[config.mk]
export PLATFORM = sky130hd
export DESIGN_NAME = adc_capture_ctrl
export DESIGN_NICKNAME = d
export VERILOG_FILES = /design/src/rtl/adc_pkg.sv /design/src/rtl/adc_sample_fifo.sv /design/src/rtl/adc_capture_ctrl.sv
export SDC_FILE = /design/constraint.sdc
export NUM_CORES = 1
export LEC_CHECK = 0
export ABC_CLOCK_PERIOD_IN_PS = 6800
export CAP_MARGIN = 20
export CELL_PAD_IN_SITES_DETAIL_PLACEMENT = 0
export CELL_PAD_IN_SITES_GLOBAL_PLACEMENT = 1
export CORE_MARGIN = 2
export CORE_UTILIZATION = 35
export DETAILED_ROUTE_END_ITERATION = 16
export PLACE_DENSITY = 0.61
export RECOVER_POWER = 50
export SLEW_MARGIN = 5
export SYNTH_ARGS = -nofsm -noshare
export SYNTH_HDL_FRONTEND = slang
export SYNTH_SLANG_ARGS = --single-unit
[constraint.sdc]
create_clock -name CLK -period 6.8 [get_ports CLK]
set_input_delay 1.36 -clock CLK [delete_from_list [all_inputs] [get_ports CLK]]
set_output_delay 1.36 -clock CLK [all_outputs]
set_load 0.005 [all_outputs]
[src/rtl/adc_pkg.sv]
// Shared types and default sizes for the ADC capture controller.
package adc_pkg;

  localparam int unsigned ADC_WORD_SIZE  = 8;
  localparam int unsigned ADC_FIFO_DEPTH = 8;

  typedef enum logic [2:0] {
    IDLE,
    ADC_RST,
    TRIG,
    WAIT_VALID,
    CAPTURE
  } adc_state_t;

endpackage

[src/rtl/adc_sample_fifo.sv]
// Synchronous show-ahead sample FIFO; a pop and a push in the same cycle both
// take effect, so a full FIFO still accepts a push alongside a pop.
module adc_sample_fifo
  import adc_pkg::*;
#(
  parameter int unsigned WIDTH = ADC_WORD_SIZE,
  parameter int unsigned DEPTH = ADC_FIFO_DEPTH
) (
  input  logic                     clk,
  input  logic                     rst,
  input  logic                     push_i,
  input  logic                     pop_i,
  input  logic [WIDTH-1:0]         data_i,
  output logic [WIDTH-1:0]         data_o,
  output logic [$clog2(DEPTH):0]   count_o,
  output logic                     empty_o,
  output logic                     full_o
);

  localparam int unsigned PTR_W = $clog2(DEPTH);
  localparam int unsigned CNT_W = PTR_W + 1;

  logic [WIDTH-1:0] mem_q [DEPTH];
  logic [PTR_W-1:0] wr_ptr_q, wr_ptr_d;
  logic [PTR_W-1:0] rd_ptr_q, rd_ptr_d;
  logic [CNT_W-1:0] count_q, count_d;
  logic             do_push, do_pop;

  assign do_pop  = pop_i && (count_q != '0);
  assign do_push = push_i && ((count_q != CNT_W'(DEPTH)) || do_pop);

  // Pointers wrap naturally since DEPTH is a power of two.
  always_comb begin
    wr_ptr_d = wr_ptr_q;
    rd_ptr_d = rd_ptr_q;
    count_d  = count_q;
    if (do_push) wr_ptr_d = wr_ptr_q + PTR_W'(1);
    if (do_pop)  rd_ptr_d = rd_ptr_q + PTR_W'(1);
    count_d = count_q + CNT_W'(do_push) - CNT_W'(do_pop);
  end

  always_ff @(posedge clk or posedge rst) begin
    if (rst) begin
      wr_ptr_q <= '0;
      rd_ptr_q <= '0;
      count_q  <= '0;
    end else begin
      wr_ptr_q <= wr_ptr_d;
      rd_ptr_q <= rd_ptr_d;
      count_q  <= count_d;
    end
  end

  always_ff @(posedge clk) begin
    if (do_push) mem_q[wr_ptr_q] <= data_i;
  end

  assign data_o  = mem_q[rd_ptr_q];
  assign count_o = count_q;
  assign empty_o = (count_q == '0);
  assign full_o  = (count_q == CNT_W'(DEPTH));

endmodule

[src/rtl/adc_capture_ctrl.sv]
// Host-side controller for the external 8-bit ADC: runs one trigger/DVALID
// handshake per start request and stores the captured word in a sample FIFO.
module adc_capture_ctrl
  import adc_pkg::*;
#(
  parameter int unsigned WORD_SIZE   = ADC_WORD_SIZE,
  parameter int unsigned FIFO_DEPTH  = ADC_FIFO_DEPTH,
  parameter int unsigned TRIG_CYCLES = 2,
  parameter int unsigned RST_CYCLES  = 4,
  parameter int unsigned TIMEOUT     = 500,
  parameter int unsigned IRQ_THRESH  = 1
) (
  input  logic                         CLK,
  input  logic                         RST,
  input  logic                         start_i,
  input  logic                         adc_rst_req_i,
  input  logic                         clr_status_i,
  input  logic                         rd_en_i,
  input  logic [WORD_SIZE-1:0]         adc_data_i,
  input  logic                         adc_dvalid_i,
  input  logic                         adc_busy_i,
  output logic                         adc_trigger_o,
  output logic                         adc_reset_o,
  output logic [WORD_SIZE-1:0]         rd_data_o,
  output logic [$clog2(FIFO_DEPTH):0]  fifo_count_o,
  output logic                         fifo_empty_o,
  output logic                         fifo_full_o,
  output logic                         busy_o,
  output logic                         timeout_o,
  output logic                         overflow_o,
  output logic                         irq_o
);

  localparam int unsigned CNT_MAX = (TIMEOUT > RST_CYCLES)
                                    ? ((TIMEOUT > TRIG_CYCLES) ? TIMEOUT : TRIG_CYCLES)
                                    : ((RST_CYCLES > TRIG_CYCLES) ? RST_CYCLES : TRIG_CYCLES);
  localparam int unsigned CNT_W   = $clog2(CNT_MAX + 1);
  localparam int unsigned FCNT_W  = $clog2(FIFO_DEPTH) + 1;

  adc_state_t           state_q, state_d;
  logic [CNT_W-1:0]     cnt_q, cnt_d;
  logic [WORD_SIZE-1:0] data_q, data_d;
  logic                 trig_q, trig_d;
  logic                 arst_q, arst_d;
  logic                 busy_q, busy_d;
  logic                 timeout_q, timeout_d;
  logic                 overflow_q, overflow_d;
  logic                 irq_q, irq_d;
  logic                 push;
  logic                 timeout_set;
  logic                 overflow_set;

  // BUSY from the ADC is status only; nothing in the handshake waits on it.
  logic unused_adc_busy;
  assign unused_adc_busy = adc_busy_i;

  always_comb begin
    state_d      = state_q;
    cnt_d        = cnt_q;
    data_d       = data_q;
    push         = 1'b0;
    timeout_set  = 1'b0;
    overflow_set = 1'b0;
    case (state_q)
      IDLE: begin
        cnt_d = '0;
        if (adc_rst_req_i)  state_d = ADC_RST;
        else if (start_i)   state_d = TRIG;
      end
      ADC_RST: begin
        if (cnt_q == CNT_W'(RST_CYCLES - 1)) begin
          state_d = IDLE;
          cnt_d   = '0;
        end else begin
          cnt_d = cnt_q + CNT_W'(1);
        end
      end
      TRIG: begin
        if (cnt_q == CNT_W'(TRIG_CYCLES - 1)) begin
          state_d = WAIT_VALID;
          cnt_d   = '0;
        end else begin
          cnt_d = cnt_q + CNT_W'(1);
        end
      end
      WAIT_VALID: begin
        // DVALID on the last count still wins over the timeout.
        if (adc_dvalid_i) begin
          data_d  = adc_data_i;
          state_d = CAPTURE;
          cnt_d   = '0;
        end else if (cnt_q == CNT_W'(TIMEOUT - 1)) begin
          timeout_set = 1'b1;
          state_d     = IDLE;
          cnt_d       = '0;
        end else begin
          cnt_d = cnt_q + CNT_W'(1);
        end
      end
      CAPTURE: begin
        // A same-cycle pop frees a slot before the write lands.
        if (!fifo_full_o || rd_en_i) push = 1'b1;
        else                         overflow_set = 1'b1;
        state_d = IDLE;
      end
      default: state_d = IDLE;
    endcase

    trig_d     = (state_d == TRIG);
    arst_d     = (state_d == ADC_RST);
    busy_d     = (state_d != IDLE);
    timeout_d  = timeout_set  | (timeout_q  & ~clr_status_i);
    overflow_d = overflow_set | (overflow_q & ~clr_status_i);
    irq_d      = (fifo_count_o >= FCNT_W'(IRQ_THRESH)) | timeout_q | overflow_q;
  end

  always_ff @(posedge CLK or posedge RST) begin
    if (RST) begin
      state_q    <= IDLE;
      cnt_q      <= '0;
      data_q     <= '0;
      trig_q     <= 1'b0;
      arst_q     <= 1'b0;
      busy_q     <= 1'b0;
      timeout_q  <= 1'b0;
      overflow_q <= 1'b0;
      irq_q      <= 1'b0;
    end else begin
      state_q    <= state_d;
      cnt_q      <= cnt_d;
      data_q     <= data_d;
      trig_q     <= trig_d;
      arst_q     <= arst_d;
      busy_q     <= busy_d;
      timeout_q  <= timeout_d;
      overflow_q <= overflow_d;
      irq_q      <= irq_d;
    end
  end

  adc_sample_fifo #(
    .WIDTH (WORD_SIZE),
    .DEPTH (FIFO_DEPTH)
  ) u_fifo (
    .clk     (CLK),
    .rst     (RST),
    .push_i  (push),
    .pop_i   (rd_en_i),
    .data_i  (data_q),
    .data_o  (rd_data_o),
    .count_o (fifo_count_o),
    .empty_o (fifo_empty_o),
    .full_o  (fifo_full_o)
  );

  assign adc_trigger_o = trig_q;
  assign adc_reset_o   = arst_q;
  assign busy_o        = busy_q;
  assign timeout_o     = timeout_q;
  assign overflow_o    = overflow_q;
  assign irq_o         = irq_q;

endmodule

After elaboration in Yosys (flattened, before gate mapping)
Memories as Yosys holds them, arrays and structs flattened.
Cells that the tools add are included.
{"block": "classes", "addsub": 5, "magnitude_cmp": 1, "n_eq_ne": 11, "mux": 21, "n_bitwise": 7, "reduce_logical": 11}
{"op": "9-bit 2-to-1 mux", "count": 4}
{"op": "9-bit one-hot mux with 4 select lines", "count": 1}
{"op": "3-bit 2-to-1 mux", "count": 6}
{"op": "3-bit one-hot mux with 4 select lines", "count": 1}
{"op": "9-bit by 1-bit adder with 9-bit output (second input constant)", "count": 1}
{"op": "3-bit by 2-bit equality test with 1-bit output (second input constant)", "count": 3}
{"op": "9-bit by 1-bit equality test with 1-bit output (second input constant)", "count": 1}
{"op": "9-bit by 2-bit equality test with 1-bit output (second input constant)", "count": 1}
{"op": "9-bit equality test (second input constant)", "count": 1}
{"op": "1-bit 2-to-1 mux", "count": 9}
{"op": "4-bit nonzero test", "count": 2}
{"op": "3-bit by 1-bit adder with 3-bit output (second input constant)", "count": 2}
{"op": "3-bit by 1-bit equality test with 1-bit output (second input constant)", "count": 2}
{"op": "4-bit by 1-bit adder with 4-bit output", "count": 1}
{"op": "4-bit equality test (second input constant)", "count": 1}
{"op": "4-bit by 1-bit greater-or-equal comparator with 1-bit output (second input constant)", "count": 1}
{"op": "4-bit zero test", "count": 1}
{"op": "4-bit inequality test (second input constant)", "count": 1}
{"op": "1-bit bitwise OR", "count": 4}
{"op": "4-bit by 1-bit subtractor with 4-bit output", "count": 1}
{"op": "3-bit equality test (second input constant)", "count": 1}
{"op": "3-bit zero test", "count": 1}
{"op": "3-bit nonzero test", "count": 1}
{"op": "1-bit bitwise AND", "count": 2}
{"op": "5 further kinds", "count": 7}
{"block": "totals", "reg_bits": 36, "ramBits": 64, "input_bits": 16, "output_inout_bits": 20, "elab_cells": 69, "mem_count": 1}
{"memory": "u_fifo.mem_q", "depth": 8, "word_bits": 8, "read_ports": 1, "rd_ports_with_merged_regs": 0, "write_ports": 1, "line": "adc_sample_fifo.sv:23", "text": "logic [WIDTH-1:0] mem_q [DEPTH];"}

Depth between registers and ports, before layout
{"block": "depth", "word_depth": 8, "mapped_depth": 10, "mapped_depth_nobuf": 10}

By module
Synthesis repeated with hierarchy kept, for this count alone.
{"block": "unflattened", "cells_unflattened": 272, "hier_area_um2": 4439.3}
{"module": "adc_sample_fifo", "instances": 1, "cells_per_inst": 156, "area_each_um2": 3101.7, "seq_area_each_um2": 2172.1}
{"module": "adc_capture_ctrl", "instances": 1, "cells_per_inst": 116, "area_each_um2": 1337.5, "seq_area_each_um2": 650.6}

Least setup slack after synthesis
No wires, ideal clock.
{"block": "synth_path", "path_type": "input-to-reg", "start": "input rd_en_i", "end": "memory u_fifo.mem_q[0][0] in the netlist's numbering, enable pin", "setup_ps": 395, "arrival_ps": 2684, "t_required_ps": 6405, "slack_ps": 3722, "cell_stages": 4, "path_buffers": 0, "path_cell_list": "inv_1 -> o21ai_0 -> nand2_2 -> nor4_1"}
{"block": "synth_via", "elab_chain_len": 6, "word_cells_on_any_way": 8, "classes_between": "mux (4); reduce/logical (4)"}
{"element": "start: declaration", "line": "adc_capture_ctrl.sv:18", "text": "input logic rd_en_i,"}
{"element": "1-bit logical OR", "line": "adc_capture_ctrl.sv:102", "text": "if (!fifo_full_o || rd_en_i) push = 1'b1;"}
{"element": "1-bit 2-to-1 mux", "line": "adc_capture_ctrl.sv:102"}
{"element": "1-bit 2-to-1 mux", "line": "adc_capture_ctrl.sv:64", "text": "case (state_q)"}
{"element": "1-bit logical AND (*)", "line": "adc_sample_fifo.sv:30", "text": "assign do_push = push_i && ((count_q != CNT_W'(DEPTH)) || do_pop);"}
{"element": "1-bit 2-to-1 mux (*)", "line": "adc_sample_fifo.sv:55", "text": "if (do_push) mem_q[wr_ptr_q] <= data_i;"}
{"element": "1-bit 2-to-1 mux (not written as such) (*)", "line": "adc_sample_fifo.sv:55"}
{"element": "end: declaration", "line": "adc_sample_fifo.sv:23"}
Mark *: on every way between the ends. The rest lies on a longest branch, timed or not.

Worst setup path after layout
{"block": "layout_path", "start": "register u_fifo.rd_ptr_q[1]", "end": "output rd_data_o[1]"}
{"block": "layout_via", "elab_chain_len": 1}
{"element": "start: declaration", "line": "adc_sample_fifo.sv:25", "text": "logic [PTR_W-1:0] rd_ptr_q, rd_ptr_d;"}
{"element": "start signal: assignment", "line": "adc_sample_fifo.sv:49", "text": "rd_ptr_q <= rd_ptr_d;"}
{"element": "memory read 8 x 8 bit"}
{"element": "end: declaration", "line": "adc_capture_ctrl.sv:24", "text": "output logic [WORD_SIZE-1:0] rd_data_o,"}
No other way between the ends.

==> summary.txt <==
STA
  – Final slew viol count: 37
  – Tcrit/Tclk final: around 56%
  – Slew margin rel.: -34.7%
  – Final Setup Violations: 0
  – Final hold vios: 0
  – Highest clock rate: around 260 MHz
  – Fin Hold WS: between 0.4 and 0.5 ns
  – Setup_tns: 0 ns
  – Worst slew pin tran: between 2 and 2.5 ns
  – Tmin final: about 3.8 ns
  – RSZ-0062 raised after global routing: false
  – Clock Skew: around 0.0051 ns

Synth
  – Dominant cell type by area after synthesis: edfxtp_1
  – Post-synth cell types: 52
  – Share of the synthesized area in the top cell type: 44.3%
  – Area contributors post-synth: edfxtp_1, dfrtp_1, mux4_2
  – Syn_area_per_cell: between 15 and 20 sq um
  – Largest family of logic cells by synthesized area: multiplexers
  – Warnings from Yosys: 0
  – Post-synthesis mux area share: 13.2%
  – Ys flop type: edfxtp_1
  – Synth async-reset ratio: between 30 and 40%
  – Sequential fraction of the synthesis area: approximately 65%
  – EDFF count, synth: 64
  – Complex-gate fraction of the synthesized area: under 10%
  – Xor-xnor portion of the synthesized cell area: under 10%
  – Adder-Cell Fraction of Synth Area: between 3 and 4%
  – Net count after synthesis: 291
  – Post-Synth Simple-Gate Area: between 8 and 9%
  – Yosys reg bits: 100
  – Synthesized instance count: ~260
  – Post-Syn Area: 4340 sq um

Drt
  – Via count: between 2000 and 2500
  – Vias per Instance: between 4 and 5
  – Routed Wire Length: approximately 7.9 mm
  – Iter 0 DRT Violations: just under 90
  – Post-route ant nets: 0
  – Remaining DRCs: 0
  – WL/cell: roughly 16 um
  – First-pass DRT Iterations: 4

Run status
  – Outcome: finished, violations left
  – Failing checks: max-capacitance violations, max-slew violations

Critical path
  – CP max stage delay: roughly 0.9 ns
  – R2R Setup Slk: around 3.8 ns
  – Startpoint types: flop
  – Critical path peak fanout: 18
  – Worst EP arrival: 2.42 ns
  – Cell family with most CP delay: flip-flops
  – CP cell instances: mux4_2, mux2_2, clkdlybuf4s50_1
  – Critical path class: flop to output port
  – Req. time, crit path: 5.44 ns
  – R2r endpoint: u_fifo.mem_q[1][5]$_DFFE_PP_
  – WP buf/inv: 1
  – Reg-to-reg startpoint: state_q[2]$_DFF_PP0_
  – Slowest library cell on the worst path: dfrtp_1
  – Worst reg2reg path depth: 5
  – Crit path capture type: output port

Clock tree
  – CTS root buffer: clkbuf_16
  – Clock buffer depth: 2
  – Total clock sinks: 100
  – Hold Buf Count CTS: 0
  – Worst skew pair latency: roughly 0.34 ns
  – H-tree depth: 3
  – CTS resizes: 0
  – Post-CTS Setup Bufs: 0
  – CTS buffer count: 9
  – Clock slew at reported path FFs: around 0.07 ns
  – CTS tree: built

Floorplan
  – Row Count: 40
  – Placeable Area: between 10000 and 15000 sq um
  – I/O Pins: 36
  – Die Ht: 115 um
  – Die footprint: roughly 13000 sq um
  – Initial Utilization: a little over a third
  – Width of the die: ~120 um

Cells and area
  – Final design utilization: ~43%
  – Multi-input logic area: around 1400 sq um
  – Fill count: roughly 1100
  – Final nets: between 300 and 400
  – Share of layout cells above drive strength 1: between 20 and 25%
  – Ant. Diodes: 0
  – Register area: 2820 sq um
  – Area growth syn-to-layout: 19.5%
  – Design area: slightly above 5000 sq um

GRT
  – Vias in the first global route: ~2300
  – Largest net degree at the start of global routing: 37
  – Total Routing Usage GR: a little over an eighth
  – Initial antenna violation count: 0
  – First-pass GRT wire length: 12.9 mm
  – Grt total ovfl: 0

Worst hold path
  – Worst Hold Launch: timeout_o$_DFF_PP0_
  – Worst min path class: flop to flop
  – Min-Delay Path Depth: 2
  – Hold EP: irq_o$_DFF_PP0_

Pwr
  – Max IR drop VDD: 0.160 mV
  – Static Leak: between 1.5 and 2 nW
  – Power Dens Cells: slightly below 400 nW/um^2
  – Overall power: about 2 mW

Placement
  – Post-DP HPWL: 5.31 mm
  – PortBufs: 34
  – Placed cell area: 4890 sq um
  – Gp weighted congestion: approximately 0.76

Flow run
  – Max_cap viols: 1
==> through the flow <==
step | setup WS (ns) | std cells
3_5_place_dp | 3.08 | 462
4_1_cts | 2.97 | 478
2_1_floorplan | 3.72 | 264
5_1_grt | 2.92 | 478
6_report | 3.02 | 478
3_3_place_gp | 3.15 | 462
==> cell usage in the layout (no fill, tap or decap), drive strengths merged, types with 7 or more instances in the layout <==
master,synthesis,routed
clkbuf,3,10
clkdlybuf4s50,0,30
dfrtp,36,36
edfxtp,64,64
ha,10,10
inv,15,18
mux2,18,18
mux4,16,16
nand2,11,11
nor3,11,11
o21ai,7,7
==> state kept, by name, indices dropped and copies added (netlist names) <==
signal / count
adc_reset_o: 1
u_fifo.count_o: 4
adc_trigger_o: 1
overflow_o: 1
cnt_q: 9
u_fifo.rd_ptr_q: 3
busy_o: 1
state_q: 3
u_fifo.wr_ptr_q: 3
u_fifo.mem_q: 64
data_q: 8
timeout_o: 1
irq_o: 1
==> worst max path at each step <==
stage	slack (ns)	cells after the start	endpoint	from
floorplan	3.72	4	u_fifo.mem_q[0][0]$_DFFE_PP_	rd_en_i
global placement	3.15	5	u_fifo.mem_q[6][2]$_DFFE_PP_	rd_en_i
detailed placement	3.08	6	u_fifo.mem_q[1][2]$_DFFE_PP_	rd_en_i
CTS	2.97	3	rd_data_o[0]	u_fifo.rd_ptr_q[1]$_DFFE_PP0P_
global route	2.92	3	data_q[2]$_DFFE_PP0P_	RST
finish	3.02	3	rd_data_o[1]	u_fifo.rd_ptr_q[1]$_DFFE_PP0P_
==> worst register-to-register path, delay by kind of cell, from the launching register on <==
family | cells | cell delay (ns)
buffers and inverters | 2 | 0.53
flip-flops | 1 | 0.74
AND/OR/NAND/NOR | 3 | 1.39
==> kinds of logic (layout without fill, tap and decap cells) <==
logic type	Yosys count	in the layout
AND/OR/NAND/NOR	56	56
multiplexers	35	35
flip-flops	100	100
buffers and inverters	24	70
XOR/XNOR	8	8
AO/OA/AOI/OAI	30	30
adder cells (fa/ha/maj)	11	11
==> layout make-up <==
cell class,instances,share of cell area (%)
clock buffer,9,4.35
clock inverter,7,1.59
inverter,15,1.09
multi-input combinational,140,27.2
sequential,100,54.5
tap,168,4.06
timing repair buffer,39,7.22
==> report_power, final <==
part	leakage (nW)	total, mW	internal, mW	switching, mW
logic	0.689	0.576	0.347	0.228
registers	1.03	0.937	0.786	0.151
clock network	0.151	0.523	0.292	0.231
==> routing by layer <==
| layer | vias up | GRT usage [%] | routed length (um) |
|---|---|---|---|
| met5 | - | 0 | 0 |
| met4 | 0 | 5.30 | 115 |
| met3 | 11 | 3.11 | 266 |
| met2 | 31 | 19.5 | 3700 |
| met1 | 1139 | 18.8 | 3790 |
| li1 | 1102 | - | - |
==> cells in the mapped netlist, types with 2 or more instances <==
master,n
edfxtp_1,64
dfrtp_1,36
mux2_2,18
mux4_2,16
inv_1,15
ha_1,10
nand2_1,10
nor3_1,8
nand3_1,6
nor2_1,6
nor3b_1,5
o21ai_1,5
xnor2_1,4
xor2_1,4
nand2b_1,3
o22ai_1,3
a21boi_0,2
a31oi_1,2
a31oi_4,2
and4_1,2
buf_1,2
buf_2,2
buf_4,2
clkbuf_2,2
nor2b_1,2
nor3_4,2
o21a_1,2
o21ai_0,2
o32ai_1,2
o41ai_1,2
or3b_1,2
No activity file was read; power rests on OpenSTA's default activity.
